**src/rtl/fifo_arb_pkg.sv**
```systemverilog
// Shared types and sizing helpers for the FIFO push-port arbiter.
package fifo_arb_pkg;

   typedef enum logic {
      ARB_EMPTY,
      ARB_HOLD
   } arb_state_t;

   localparam int STALL_CNT_W = 16;

   // Pointer width for a requester index; never narrower than one bit.
   function automatic int ptr_w(input int num_req);
      return (num_req > 1) ? $clog2(num_req) : 1;
   endfunction

endpackage

```
**src/rtl/fifo_push_arbiter_if.sv**
```systemverilog
// Requester-side and FIFO-side handshake bundle of the push arbiter.
interface fifo_push_arbiter_if #(
   parameter int NUM_REQ        = 4,
   parameter int ELEM_SIZE_BITS = 96
);
   import fifo_arb_pkg::*;

   logic [NUM_REQ-1:0]                req;
   logic [NUM_REQ*ELEM_SIZE_BITS-1:0] req_data;
   logic                              flush;
   logic [NUM_REQ-1:0]                grant;
   logic [ELEM_SIZE_BITS-1:0]         fifo_in_data;
   logic                              fifo_pushing;
   logic                              fifo_push_must_wait;
   logic [STALL_CNT_W-1:0]            stall_count;

   modport master (
      input  req, req_data, flush, fifo_push_must_wait,
      output grant, fifo_in_data, fifo_pushing, stall_count
   );

   modport slave (
      output req, req_data, flush, fifo_push_must_wait,
      input  grant, fifo_in_data, fifo_pushing, stall_count
   );

endinterface

```
**src/rtl/rr_pick.sv**
```systemverilog
// Round-robin pick: first set request at or after rr_ptr, wrapping modulo NUM_REQ.
module rr_pick
   import fifo_arb_pkg::*;
#(
   parameter int NUM_REQ = 4,
   parameter int PTR_W   = ptr_w(NUM_REQ)
) (
   input  logic [NUM_REQ-1:0] req,
   input  logic [PTR_W-1:0]   rr_ptr,
   output logic [PTR_W-1:0]   winner,
   output logic               any
);

   logic [PTR_W-1:0] idx;

   // NOTE: every output of a combinational block gets a default first, so no path infers a latch.
   always_comb begin
      winner = '0;
      any    = 1'b0;
      idx    = '0;
      for (int k = 0; k < NUM_REQ; k++) begin
         idx = PTR_W'((int'(rr_ptr) + k) % NUM_REQ);
         if (!any && req[idx]) begin
            any    = 1'b1;
            winner = idx;
         end
      end
   end

endmodule

```
**src/rtl/fifo_push_arbiter.sv**
```systemverilog
// Round-robin arbiter sharing one FIFO push port; holds the winner's element under backpressure.
module fifo_push_arbiter
   import fifo_arb_pkg::*;
#(
   parameter int NUM_REQ        = 4,
   parameter int ELEM_SIZE_BITS = 96
) (
   input logic                 CLK,
   input logic                 RESET,
   fifo_push_arbiter_if.master bus
);

   localparam int PTR_W = ptr_w(NUM_REQ);

   arb_state_t                state;
   logic [PTR_W-1:0]          rr_ptr;
   logic [PTR_W-1:0]          winner;
   logic                      any;
   logic [NUM_REQ-1:0]        grant_q;
   logic [ELEM_SIZE_BITS-1:0] data_q;
   logic [STALL_CNT_W-1:0]    stall_q;
   logic [ELEM_SIZE_BITS-1:0] slice [NUM_REQ];
   logic                      accept;
   logic                      load;

   for (genvar g = 0; g < NUM_REQ; g++) begin : g_slice
      assign slice[g] = bus.req_data[g*ELEM_SIZE_BITS +: ELEM_SIZE_BITS];
   end

   rr_pick #(
      .NUM_REQ (NUM_REQ),
      .PTR_W   (PTR_W)
   ) u_pick (
      .req    (bus.req),
      .rr_ptr (rr_ptr),
      .winner (winner),
      .any    (any)
   );

   // A load in the same edge as an accept refills the holding register with no bubble.
   assign accept = (state == ARB_HOLD) && !bus.fifo_push_must_wait;
   assign load   = (state == ARB_EMPTY) || accept;

   // NOTE: sequential state uses non-blocking assignments so every flop samples pre-edge values.
   always_ff @(posedge CLK or negedge RESET) begin
      if (!RESET) begin
         state   <= ARB_EMPTY;
         rr_ptr  <= '0;
         grant_q <= '0;
         data_q  <= '0;
         stall_q <= '0;
      end else begin
         grant_q <= '0;
         if (bus.flush) begin
            state  <= ARB_EMPTY;
            data_q <= '0;
         end else if (load) begin
            if (any) begin
               state   <= ARB_HOLD;
               data_q  <= slice[winner];
               grant_q <= NUM_REQ'(1) << winner;
               rr_ptr  <= (winner == PTR_W'(NUM_REQ - 1)) ? '0 : winner + PTR_W'(1);
            end else begin
               state  <= ARB_EMPTY;
               data_q <= '0;
            end
         end
         if (state == ARB_HOLD && bus.fifo_push_must_wait && stall_q != '1)
            stall_q <= stall_q + STALL_CNT_W'(1);
      end
   end

   assign bus.grant        = grant_q;
   assign bus.fifo_in_data = data_q;
   assign bus.fifo_pushing = (state == ARB_HOLD);
   assign bus.stall_count  = stall_q;

endmodule

```
**src/flat_wrapper.sv**
```systemverilog
// flat-port wrapper written by rule: the top's interface ports become plain ports
module fifo_push_arbiter_flat import fifo_arb_pkg::*;
#(
   parameter int NUM_REQ        = 4,
   parameter int ELEM_SIZE_BITS = 96
)
  (CLK, RESET, bus_req, bus_req_data, bus_flush, bus_fifo_push_must_wait, bus_grant, bus_fifo_in_data, bus_fifo_pushing, bus_stall_count);
  fifo_push_arbiter_if #(.NUM_REQ(NUM_REQ), .ELEM_SIZE_BITS(ELEM_SIZE_BITS)) bus_i ();
  input logic CLK;
  input logic RESET;
  input wire logic [$bits(bus_i.req)-1:0] bus_req;
  input wire logic [$bits(bus_i.req_data)-1:0] bus_req_data;
  input wire logic [$bits(bus_i.flush)-1:0] bus_flush;
  input wire logic [$bits(bus_i.fifo_push_must_wait)-1:0] bus_fifo_push_must_wait;
  output wire logic [$bits(bus_i.grant)-1:0] bus_grant;
  output wire logic [$bits(bus_i.fifo_in_data)-1:0] bus_fifo_in_data;
  output wire logic [$bits(bus_i.fifo_pushing)-1:0] bus_fifo_pushing;
  output wire logic [$bits(bus_i.stall_count)-1:0] bus_stall_count;
  assign bus_i.req = bus_req;
  assign bus_i.req_data = bus_req_data;
  assign bus_i.flush = bus_flush;
  assign bus_i.fifo_push_must_wait = bus_fifo_push_must_wait;
  assign bus_grant = bus_i.grant;
  assign bus_fifo_in_data = bus_i.fifo_in_data;
  assign bus_fifo_pushing = bus_i.fifo_pushing;
  assign bus_stall_count = bus_i.stall_count;
  fifo_push_arbiter #(.NUM_REQ(NUM_REQ), .ELEM_SIZE_BITS(ELEM_SIZE_BITS)) u_core (.CLK(CLK), .RESET(RESET), .bus(bus_i));
endmodule
```
**config.mk**
```make
export PLATFORM = sky130hd
export DESIGN_NAME = fifo_push_arbiter_flat
export DESIGN_NICKNAME = d
export VERILOG_FILES = /design/src/rtl/fifo_arb_pkg.sv /design/src/rtl/fifo_push_arbiter_if.sv /design/src/rtl/rr_pick.sv /design/src/rtl/fifo_push_arbiter.sv /design/src/flat_wrapper.sv
export SDC_FILE = /design/constraint.sdc
export NUM_CORES = 1
export LEC_CHECK = 0
export ABC_AREA = 1
export CORE_AREA = 2 2 198 200
export CTS_CLUSTER_DIAMETER = 150
export CTS_CLUSTER_SIZE = 25
export DETAILED_ROUTE_END_ITERATION = 8
export DIE_AREA = 0 0 200 202
export MAX_ROUTING_LAYER = met4
export PLACE_DENSITY = 0.55
export SYNTH_ARGS = -nofsm -noshare
export SYNTH_HDL_FRONTEND = slang
export SYNTH_HIERARCHICAL = 1
export SYNTH_SLANG_ARGS = --single-unit
```
**constraint.sdc**
```tcl
create_clock -name CLK -period 2.17 [get_ports CLK]
set_input_delay 0.5425 -clock CLK [delete_from_list [all_inputs] [get_ports CLK]]
set_output_delay 0.5425 -clock CLK [all_outputs]
set_load 0.01 [all_outputs]
```
# ---- Yosys cells after proc, flatten, opt, wreduce, memory -nomap -nowiden
# Cells that the tools add are included.
dict set report op_classes {
  shifts 1
  multipliers 0
  div 0
  magnitude_cmp 5
  addsub 5
  muxes 29
  bitwise_logic 3
  eq_ne 2
  n_reduce_logical 13
}
# operator n
set op_table {}
lappend op_table {{two-way mux 96 bit} 5}
lappend op_table {{binary-select mux 96 bit (select 2 bit)} 1}
lappend op_table {{adder 16 x 1 -> 16 bit (second input constant)} 1}
lappend op_table {{!= test 16 bit (second input constant)} 1}
lappend op_table {{less-than comparator 2 x 3 -> 1 bit (second input constant)} 4}
lappend op_table {{two-way mux 4 bit} 3}
lappend op_table {{two-way mux 1 bit} 11}
lappend op_table {{two-way mux 2 bit} 5}
lappend op_table {{binary-select mux 1 bit (select 2 bit)} 4}
lappend op_table {{logical AND 1 bit} 6}
lappend op_table {{adder 2 x 1 -> 2 bit (second input constant)} 2}
lappend op_table {{adder 2 bit (second input constant)} 2}
lappend op_table {{zero test 1 bit} 4}
lappend op_table {{left shift 1 x 2 -> 4 bit (first input constant)} 1}
lappend op_table {{>= comparator 3 bit (second input constant)} 1}
lappend op_table {{NOT 2 -> 3 bit} 1}
lappend op_table {{AND reduction 3 bit} 1}
lappend op_table {{== test 2 bit (second input constant)} 1}
lappend op_table {{NOT 1 bit} 2}
lappend op_table {{nonzero test 2 bit} 1}
lappend op_table {{logical OR 1 bit} 1}
dict set report word_totals {
  reg_bits 119
  word_cells 63
  in_bits 392
  out_inout_bits 117
  ram_bits 0
  n_memories 0
  romBits 0
  latch_bits 0
}

# ---- Longest topological paths before layout
dict set report logic_depth {
  word_depth 19
  depth_mapped 18
  ltp_nobuf 15
}

# ---- Hierarchy
# Netlist, hierarchy kept.
# mod seq_area_each_um2 n_inst area_per_inst_um2 cells_per_inst
set modules_own_cells {}
lappend modules_own_cells {fifo_push_arbiter 2977.9 1 7622.3 1126}
lappend modules_own_cells {rr_pick 0.0 1 319.1 59}

# ---- Worst setup path before layout
# OpenSTA, ideal clock, no wires.
dict set report synth_timing {
  path_type {input-to-reg}
  start {input port bus_req[3]}
  end {register u_core.rr_ptr[1]}
  path_slack_ns -0.010
  cell_stages 16
  setup_ns 0.117
  path_buffers 3
  arrival_ns 2.063
  required_time_ns 2.053
  cell_sequence {inv_1 -> nand2_2 -> nand3_2 -> nand2_4 -> nor2_4 -> nand3_2 -> nand2_1 -> nand2_1 -> inv_1 -> buf_6 -> inv_4 -> buf_6 -> buf_6 -> ha_1 -> nand2_1 -> nand2_1}
}
dict set report synth_between {
  elab_chain_cells 14
  elab_cells_between_ends 26
  cone_classes {add/sub (1); eq/ne (1); mux (17); reduce/logical (7)}
}
# item line_no
set synth_lines {}
lappend synth_lines {{from (decl)} flat_wrapper.sv:11} ;# input wire logic [$bits(bus_i.req)-1:0] bus_req;
lappend synth_lines {{binary-select mux 1 bit (select 2 bit)} rr_pick.sv:23} ;# if (!any && req[idx]) begin
lappend synth_lines {{two-way mux 1 bit (implied by the code)} rr_pick.sv:23}
lappend synth_lines {{two-way mux 1 bit} rr_pick.sv:23}
lappend synth_lines {{zero test 1 bit} rr_pick.sv:23}
lappend synth_lines {{logical AND 1 bit} rr_pick.sv:23}
lappend synth_lines {{two-way mux 1 bit} rr_pick.sv:23}
lappend synth_lines {{zero test 1 bit} rr_pick.sv:23}
lappend synth_lines {{logical AND 1 bit} rr_pick.sv:23}
lappend synth_lines {{two-way mux 1 bit} rr_pick.sv:23}
lappend synth_lines {{zero test 1 bit} rr_pick.sv:23}
lappend synth_lines {{logical AND 1 bit} rr_pick.sv:23}
lappend synth_lines {{two-way mux 2 bit *} rr_pick.sv:23}
lappend synth_lines {{net u_core.winner[0]} fifo_push_arbiter.sv:17} ;# logic [PTR_W-1:0] winner;
lappend synth_lines {{adder 2 x 1 -> 2 bit / == test 2 bit (equally long branches)} fifo_push_arbiter.sv:62} ;# rr_ptr <= (winner == PTR_W'(NUM_REQ - 1)) ? '0 : winner + PTR_W'(1);
lappend synth_lines {{two-way mux 2 bit *} fifo_push_arbiter.sv:62}
lappend synth_lines {{to (signal assigned)} fifo_push_arbiter.sv:62}
lappend synth_lines {{to (decl)} fifo_push_arbiter.sv:16} ;# logic [PTR_W-1:0] rr_ptr;
# Mark *: on every way through the listed nets, which the timed path passes. The rest lies on a longest branch. The select of a mux whose other input is x is not followed.
# A chain may end at the register's enable or synchronous reset.

# ---- Worst setup path after layout
dict set report layout_timing {
  start {register u_core.rr_ptr[0]}
  end {register u_core.data_q[73] (netlist: u_core/bus.fifo_in_data[73])}
}
dict set report layout_between {
  elab_chain_cells 19
  elab_cells_between_ends 32
  cone_classes {add/sub (3); mux (22); bitwise (1); reduce/logical (6)}
}
# item line_no
set layout_lines {}
lappend layout_lines {{branches (longest 11 deep; another with adder 2 x 1 -> 2 bit)} -}
lappend layout_lines {{two-way mux 2 bit *} rr_pick.sv:23}
lappend layout_lines {{net u_core.winner[0]} fifo_push_arbiter.sv:17}
lappend layout_lines {{NOT 2 -> 3 bit (implied by the code) *} fifo_push_arbiter.sv:60} ;# data_q <= slice[winner];
lappend layout_lines {{binary-select mux 96 bit (select 2 bit) *} fifo_push_arbiter.sv:60}
lappend layout_lines {{two-way mux 96 bit (implied by the code) * (2 in a row)} fifo_push_arbiter.sv:60}
lappend layout_lines {{two-way mux 96 bit *} fifo_push_arbiter.sv:58} ;# if (any) begin
lappend layout_lines {{two-way mux 96 bit *} fifo_push_arbiter.sv:57} ;# end else if (load) begin
lappend layout_lines {{two-way mux 96 bit *} fifo_push_arbiter.sv:54} ;# if (bus.flush) begin
lappend layout_lines {{to (signal assigned)} fifo_push_arbiter.sv:60}
lappend layout_lines {{to (decl)} fifo_push_arbiter.sv:20} ;# logic [ELEM_SIZE_BITS-1:0] data_q;
# Mark *: on every way through the listed nets, which the timed path passes. The select of a mux whose other input is x is not followed.

==> results by group <==
STA
  – Worst Skew: 8.11 ps
  – Hold Vio Cnt, Final: 0
  – Min Clock Period, post-route: 2340 ps
  – Final setup fails: 93
  – Fin crit share: 1.08
  – Post-route setup slack: -169 ps
  – Slew headroom: 0.659
  – Slew of the pin with the lowest slew margin: 511 ps
  – FMAX: 428 MHz
  – Slew Limit Fails: 0
  – Final hold slack: 477 ps
  – RSZ-0062 raised after global routing: yes

Global route
  – Global Route Usage Sum: 0.216
  – Initial antenna violation count: 13
  – Vias in the first global route: 10700
  – Total grt overflow: 0
  – First-pass GRT wire length: 62.8 mm
  – Largest net degree at the start of global routing: 56

Routing
  – Starting DRT DRC Count: 511
  – DR vias: 10600
  – 1st-pass router iterations: 5
  – Routed len/inst: 20.4 µm
  – Post-Route WL: 46.6 mm
  – Final ANT Viol Nets: 0
  – Vias per cell: 4.63
  – DR DRC count: 0

Final layout
  – Layout Utilization: 0.420
  – Post-Layout Cell Count: 2286
  – Post-Layout Inst Area: 0.0161 mm²
  – Area grow syn2layout: 103%
  – Share of layout cells above drive strength 1: 0.177
  – Final net count: 2139

Power and ir drop
  – Lkg Pwr: 6.86 nW
  – VDD IR-drop max: 1.00 mV
  – Pwr Density: 1850 mW/mm²
  – Overall Power: 29.7 mW

Clock network
  – Deepest clock path buffer count: 2
  – CTS tree: done
  – Total CTS buffers: 17
  – Clock Pin Slew Worst Setup and Hold Paths: 60 ps
  – Worst-Skew Late Latency: 440 ps
  – H-tree levels: 4
  – Root Driver: clkbuf_16
  – Clock sink count: 119

Status
  – Failing checks: setup timing
  – Status: finished with violations

Critical path
  – WP data required: 2510 ps
  – Reg2reg end: u_core/bus.fifo_in_data[73]
  – Reg2reg setup slack: -170 ps
  – CP arrival: 2680 ps
  – Crit path to: u_core/bus.fifo_in_data[73]
  – Worst R2R Path Depth: 17
  – Max FO, Critical Path: 17
  – Crit. Startpoint: u_core/rr_ptr[0]
  – Worst R2R Start: u_core/rr_ptr[0]
  – Crit path kind: register to register
  – Critical path capture point type: register
  – Startpoint Class: register

Min path
  – Worst min path class: register to register
  – HP Start: u_core/bus.fifo_in_data[13]

Synthesis
  – Register area share after synthesis: 0.375
  – Synth Register Bits: 119
  – Synth Cell Area: 0.00794 mm²
  – Syn_area_per_cell: 6.70 µm²
  – Mapped Cells: 1185
  – EDFF count, synth: 0
  – Yosys cell types: 29
  – Synth warn: 6
  – Syn_nets: 1582
  – Post-synth top flop: dfrtp_1
  – Ys async rst share: 1.00

Floorplan
  – I/O pins: 509
  – Die height: 202 µm
  – Die Area: 0.0404 mm²
  – Die width: 200 µm
  – Core Region: 0.0383 mm²
  – FP Rows: 72
  – Effective utilization at floorplan: 0.207

Placement
  – HPWL Detailed: 33.3 mm
  – Post-DP Area: 0.0141 mm²
  – Placed Cells incl. Taps: 2211
  – Gpl congestion: 0.911
  – I/O Buffers: 508

Run
  – Max-cap violation count: 0
repair_timing:
item / in CTS / in global routing
hold buffers: 1 / 0
pin swaps: 1 / 35
resized for setup: 60 / 179
endpoints found under the setup margin: 92 / 101
gates cloned: 2 / 17
setup buffers: 1 / 9
hold endpoints to repair: 8 / 0
state kept, by name (all words and copies together) (netlist names):
name and count:
u_core/bus.fifo_in_data 96, u_core/bus.stall_count 16, u_core/bus.grant 4, u_core/rr_ptr 2
u_core/bus.fifo_pushing 1
cells in the mapped netlist (4+ instances only):
cell type | count | area (µm²)
nand2_1 | 377 | 1420
nor2_1 | 212 | 796
dfrtp_1 | 119 | 2980
o21ai_0 | 109 | 546
o22ai_1 | 96 | 601
o21ai_1 | 90 | 450
buf_2 | 28 | 140
clkbuf_1 | 26 | 97.6
inv_1 | 26 | 97.6
buf_6 | 18 | 203
nand2_2 | 12 | 75.1
nand3_1 | 12 | 60.1
buf_4 | 10 | 75.1
inv_2 | 6 | 22.5
nand4_1 | 6 | 37.5
o21ai_2 | 6 | 52.6
ha_1 | 5 | 62.6
nand3_2 | 4 | 40.0
power breakdown:
group	switching, mW	internal [mW]
clock	1.13	1.98
sequential	0.553	3.00
combinational	12.1	11.0
cells in the final DEF, fill, tap and decap left out, types with 18 or more instances in the layout:
cell	n
clkbuf_16	31
inv_1	23
buf_4	48
o21ai_0	61
o21ai_2	69
o22ai_1	86
nor2_1	183
clkdlybuf4s50_1	505
buf_12	27
dfrtp_1	117
nor2_2	28
o21ai_1	67
nand2_1	370
nand2_2	18
critical path, stage by stage (launching register included):
cell,delay [ps]
dfrtp_2,450
clkinv_4,130
nand2_2,90
nand2_2,80
nand2_2,90
nand2_2,70
nor2_4,150
nand3_2,90
nand2_2,90
nand2_4,70
clkinv_8,110
clkinv_16,90
buf_12,160
clkbuf_16,190
nor2_1,130
o22ai_1,110
nand2_1,70
nand2_1,40
layout make-up:
| class | count | area, µm² |
|---|---|---|
| flip-flops and latches | 119 | 2980 |
| well taps | 518 | 648 |
| multi-input cells | 948 | 4850 |
| clock inverters | 7 | 115 |
| fillers | 3873 | 22200 |
| repair buffers | 623 | 6760 |
| clock buffers | 24 | 512 |
| diodes | 14 | 35.0 |
| inverters | 33 | 183 |
stage by stage:
stage | setup WS (ps) | TNS [ps]
floorplan | 44.0 | 0
global placement | -577 | -45730
detailed placement | -580 | -47560
CTS | -46.9 | -650
global route | -265 | -20560
finish | -169 | -8880
kinds of logic after synthesis:
| logic type | count (synthesis) | share of synthesized area |
|---|---|---|
| fa+ha+maj | 5 | 0.00788 |
| flops | 119 | 0.375 |
| xor+xnor | 5 | 0.00552 |
| simple gates | 634 | 0.319 |
| compound gates | 304 | 0.210 |
| buf+inv | 118 | 0.0827 |
worst min path at each step:
stage                                             end  slack (ps)  depth (start not counted)
after floorplan            u_core/bus.fifo_in_data[0]         250                          0
after global placement    u_core/bus.fifo_in_data[49]         370                          1
after detailed placement  u_core/bus.fifo_in_data[49]         370                          1
after CTS                 u_core/bus.fifo_in_data[40]         470                          2
after global routing      u_core/bus.fifo_in_data[42]         490                          2
final                     u_core/bus.fifo_in_data[13]         480                          2
per-layer routing:
metal	track usage	routed length [µm]
met1	0.237	18200
met2	0.368	23000
met3	0.0644	4050
met4	0.0786	1350
met5	-	0
No activity file was read; power rests on OpenSTA's default activity.
==> edit: new RTL, same flow settings <==
Change the package constant `STALL_CNT_W` from 16 to 32.
--- a/src/rtl/fifo_arb_pkg.sv
+++ b/src/rtl/fifo_arb_pkg.sv
@@ -6,7 +6,7 @@
       ARB_HOLD
    } arb_state_t;
 
-   localparam int STALL_CNT_W = 16;
+   localparam int STALL_CNT_W = 32;
 
    // Pointer width for a requester index; never narrower than one bit.
    function automatic int ptr_w(input int num_req);
Interface: changed (resized bus_stall_count); port bits go from 509 to 525. No check against the original RTL was run, so the function may have changed too.
==> edit against the unedited design <==
- the flow still finishes with violations (setup timing)
- routed wire length is 8.5% higher
- non-clock buffer count is 40 higher
- core utilization is 4.4 points higher
- die area stayed put
- count of clock-buffer cells in the layout stayed put
- final area is 10% higher
- worst setup slack better by 0.068 ns
- synthesized cell count is 16% higher
- sequential cell count is 16 higher
- power is 2.9% higher
- synthesized area is 12% higher
- critical endpoint is now u_core/bus.fifo_in_data[75]$_DFFE_PN0P_
==> edit: results (changes against the unedited design) <==
Final WS setup: -0.101 ns (was -0.169 ns)
Seq area share: 0.190 (was 0.185)
Final setup fails: 78 (was 93)
Comb pwr share: 0.768 (was 0.776)
Number of multi-input logic gates: 1099 (was 948)
Data buffer area share: 0.400 (was 0.420)
Post-Place Cells: 2428 (was 2211)
Worst vdd ir: 0.968 mV (was 1.00 mV)
Metal-1 WL: 21000 µm (was 18200 µm)
Outcome: finished with violations (unchanged)
DR WL met3: 3590 µm (was 4050 µm)
Synth cell count leaders: nand2_1, nor2_1, o21ai_0 (was nand2_1, nor2_1, dfrtp_1)
First-pass GRT wire length: 71800 µm (was 62800 µm)
First DRT Iteration DRCs: 651 (was 511)
Routed wl met2: 25000 µm (was 23000 µm)
Initial antenna violation count: 17 (was 13)
Final sequential cell count: 135 (was 119)
Seq/Total Area, Yosys: 0.379 (was 0.375)
Dpl cell area: 15600 µm² (was 14100 µm²)
Mapped Cells: 1369 (was 1185)
Diode count: 16 (was 14)
Fin cells: 2511 (was 2286)
Failing checks: setup timing (unchanged)
Global-route usage over all layers: 0.248 (was 0.216)
Setup slack at placement: -0.781 ns (was -0.580 ns)
HPWL Detailed: 37800 µm (was 33300 µm)
Met1 Use GR: 0.295 (was 0.237)
Largest cells by area after synthesis: dfrtp_1, nand2_1, o21ai_0, nor2_1, o22ai_1 (was dfrtp_1, nand2_1, nor2_1, o22ai_1, o21ai_0)
==> edit: final timing paths <==
kind	cells after the start	slack, ns	endpoint
worst max register to register	17	-0.10	u_core/bus.fifo_in_data[75]$_DFFE_PN0P_
worst min-delay path	2	0.47	u_core/bus.fifo_in_data[77]$_DFFE_PN0P_
worst max-delay path	17	-0.10	u_core/bus.fifo_in_data[75]$_DFFE_PN0P_
min in group asynchronous	2	0.57	u_core/bus.fifo_in_data[50]$_DFFE_PN0P_
max in group asynchronous	3	0.94	u_core/bus.fifo_in_data[17]$_DFFE_PN0P_
worst min register to register	2	0.47	u_core/bus.fifo_in_data[77]$_DFFE_PN0P_
==> edit: cells by family (layout without fill, tap and decap cells) <==
family                   Yosys count  after routing  synth area share
buffers and inverters            135            743            0.0634
AO/OA/AOI/OAI                    297            297             0.181
XOR/XNOR                           8              8           0.00786
flip-flops                       135            135             0.379
adder cells (fa/ha/maj)            5              5           0.00701
AND/OR/NAND/NOR                  789            789             0.362
other                              0             16                 0
==> edit: what timing repair did <==
item | in CTS | in global routing
pin swaps | 25 | 101
gates resized for setup | 97 | 278
hold buffers | 1 | 0
cloned | 5 | 8
setup endpoints to repair | 98 | 99
buffers inserted | 12 | 14
hold endpoints to repair | 1 | 0
==> edit: critical path, stage by stage, from the launching register on <==
cell and delay [ns]:
dfrtp_2 0.43, buf_8 0.17, nand2_4 0.06, nand2_4 0.08
nand2_2 0.06, nand2_2 0.09, nor2_2 0.05, nor2_2 0.12
nand2_2 0.07, nand2_2 0.08, clkinv_4 0.12, buf_16 0.18
buf_12 0.15, buf_8 0.13, o21ai_2 0.15, o22ai_1 0.10
nand2_1 0.08, nand2_1 0.05
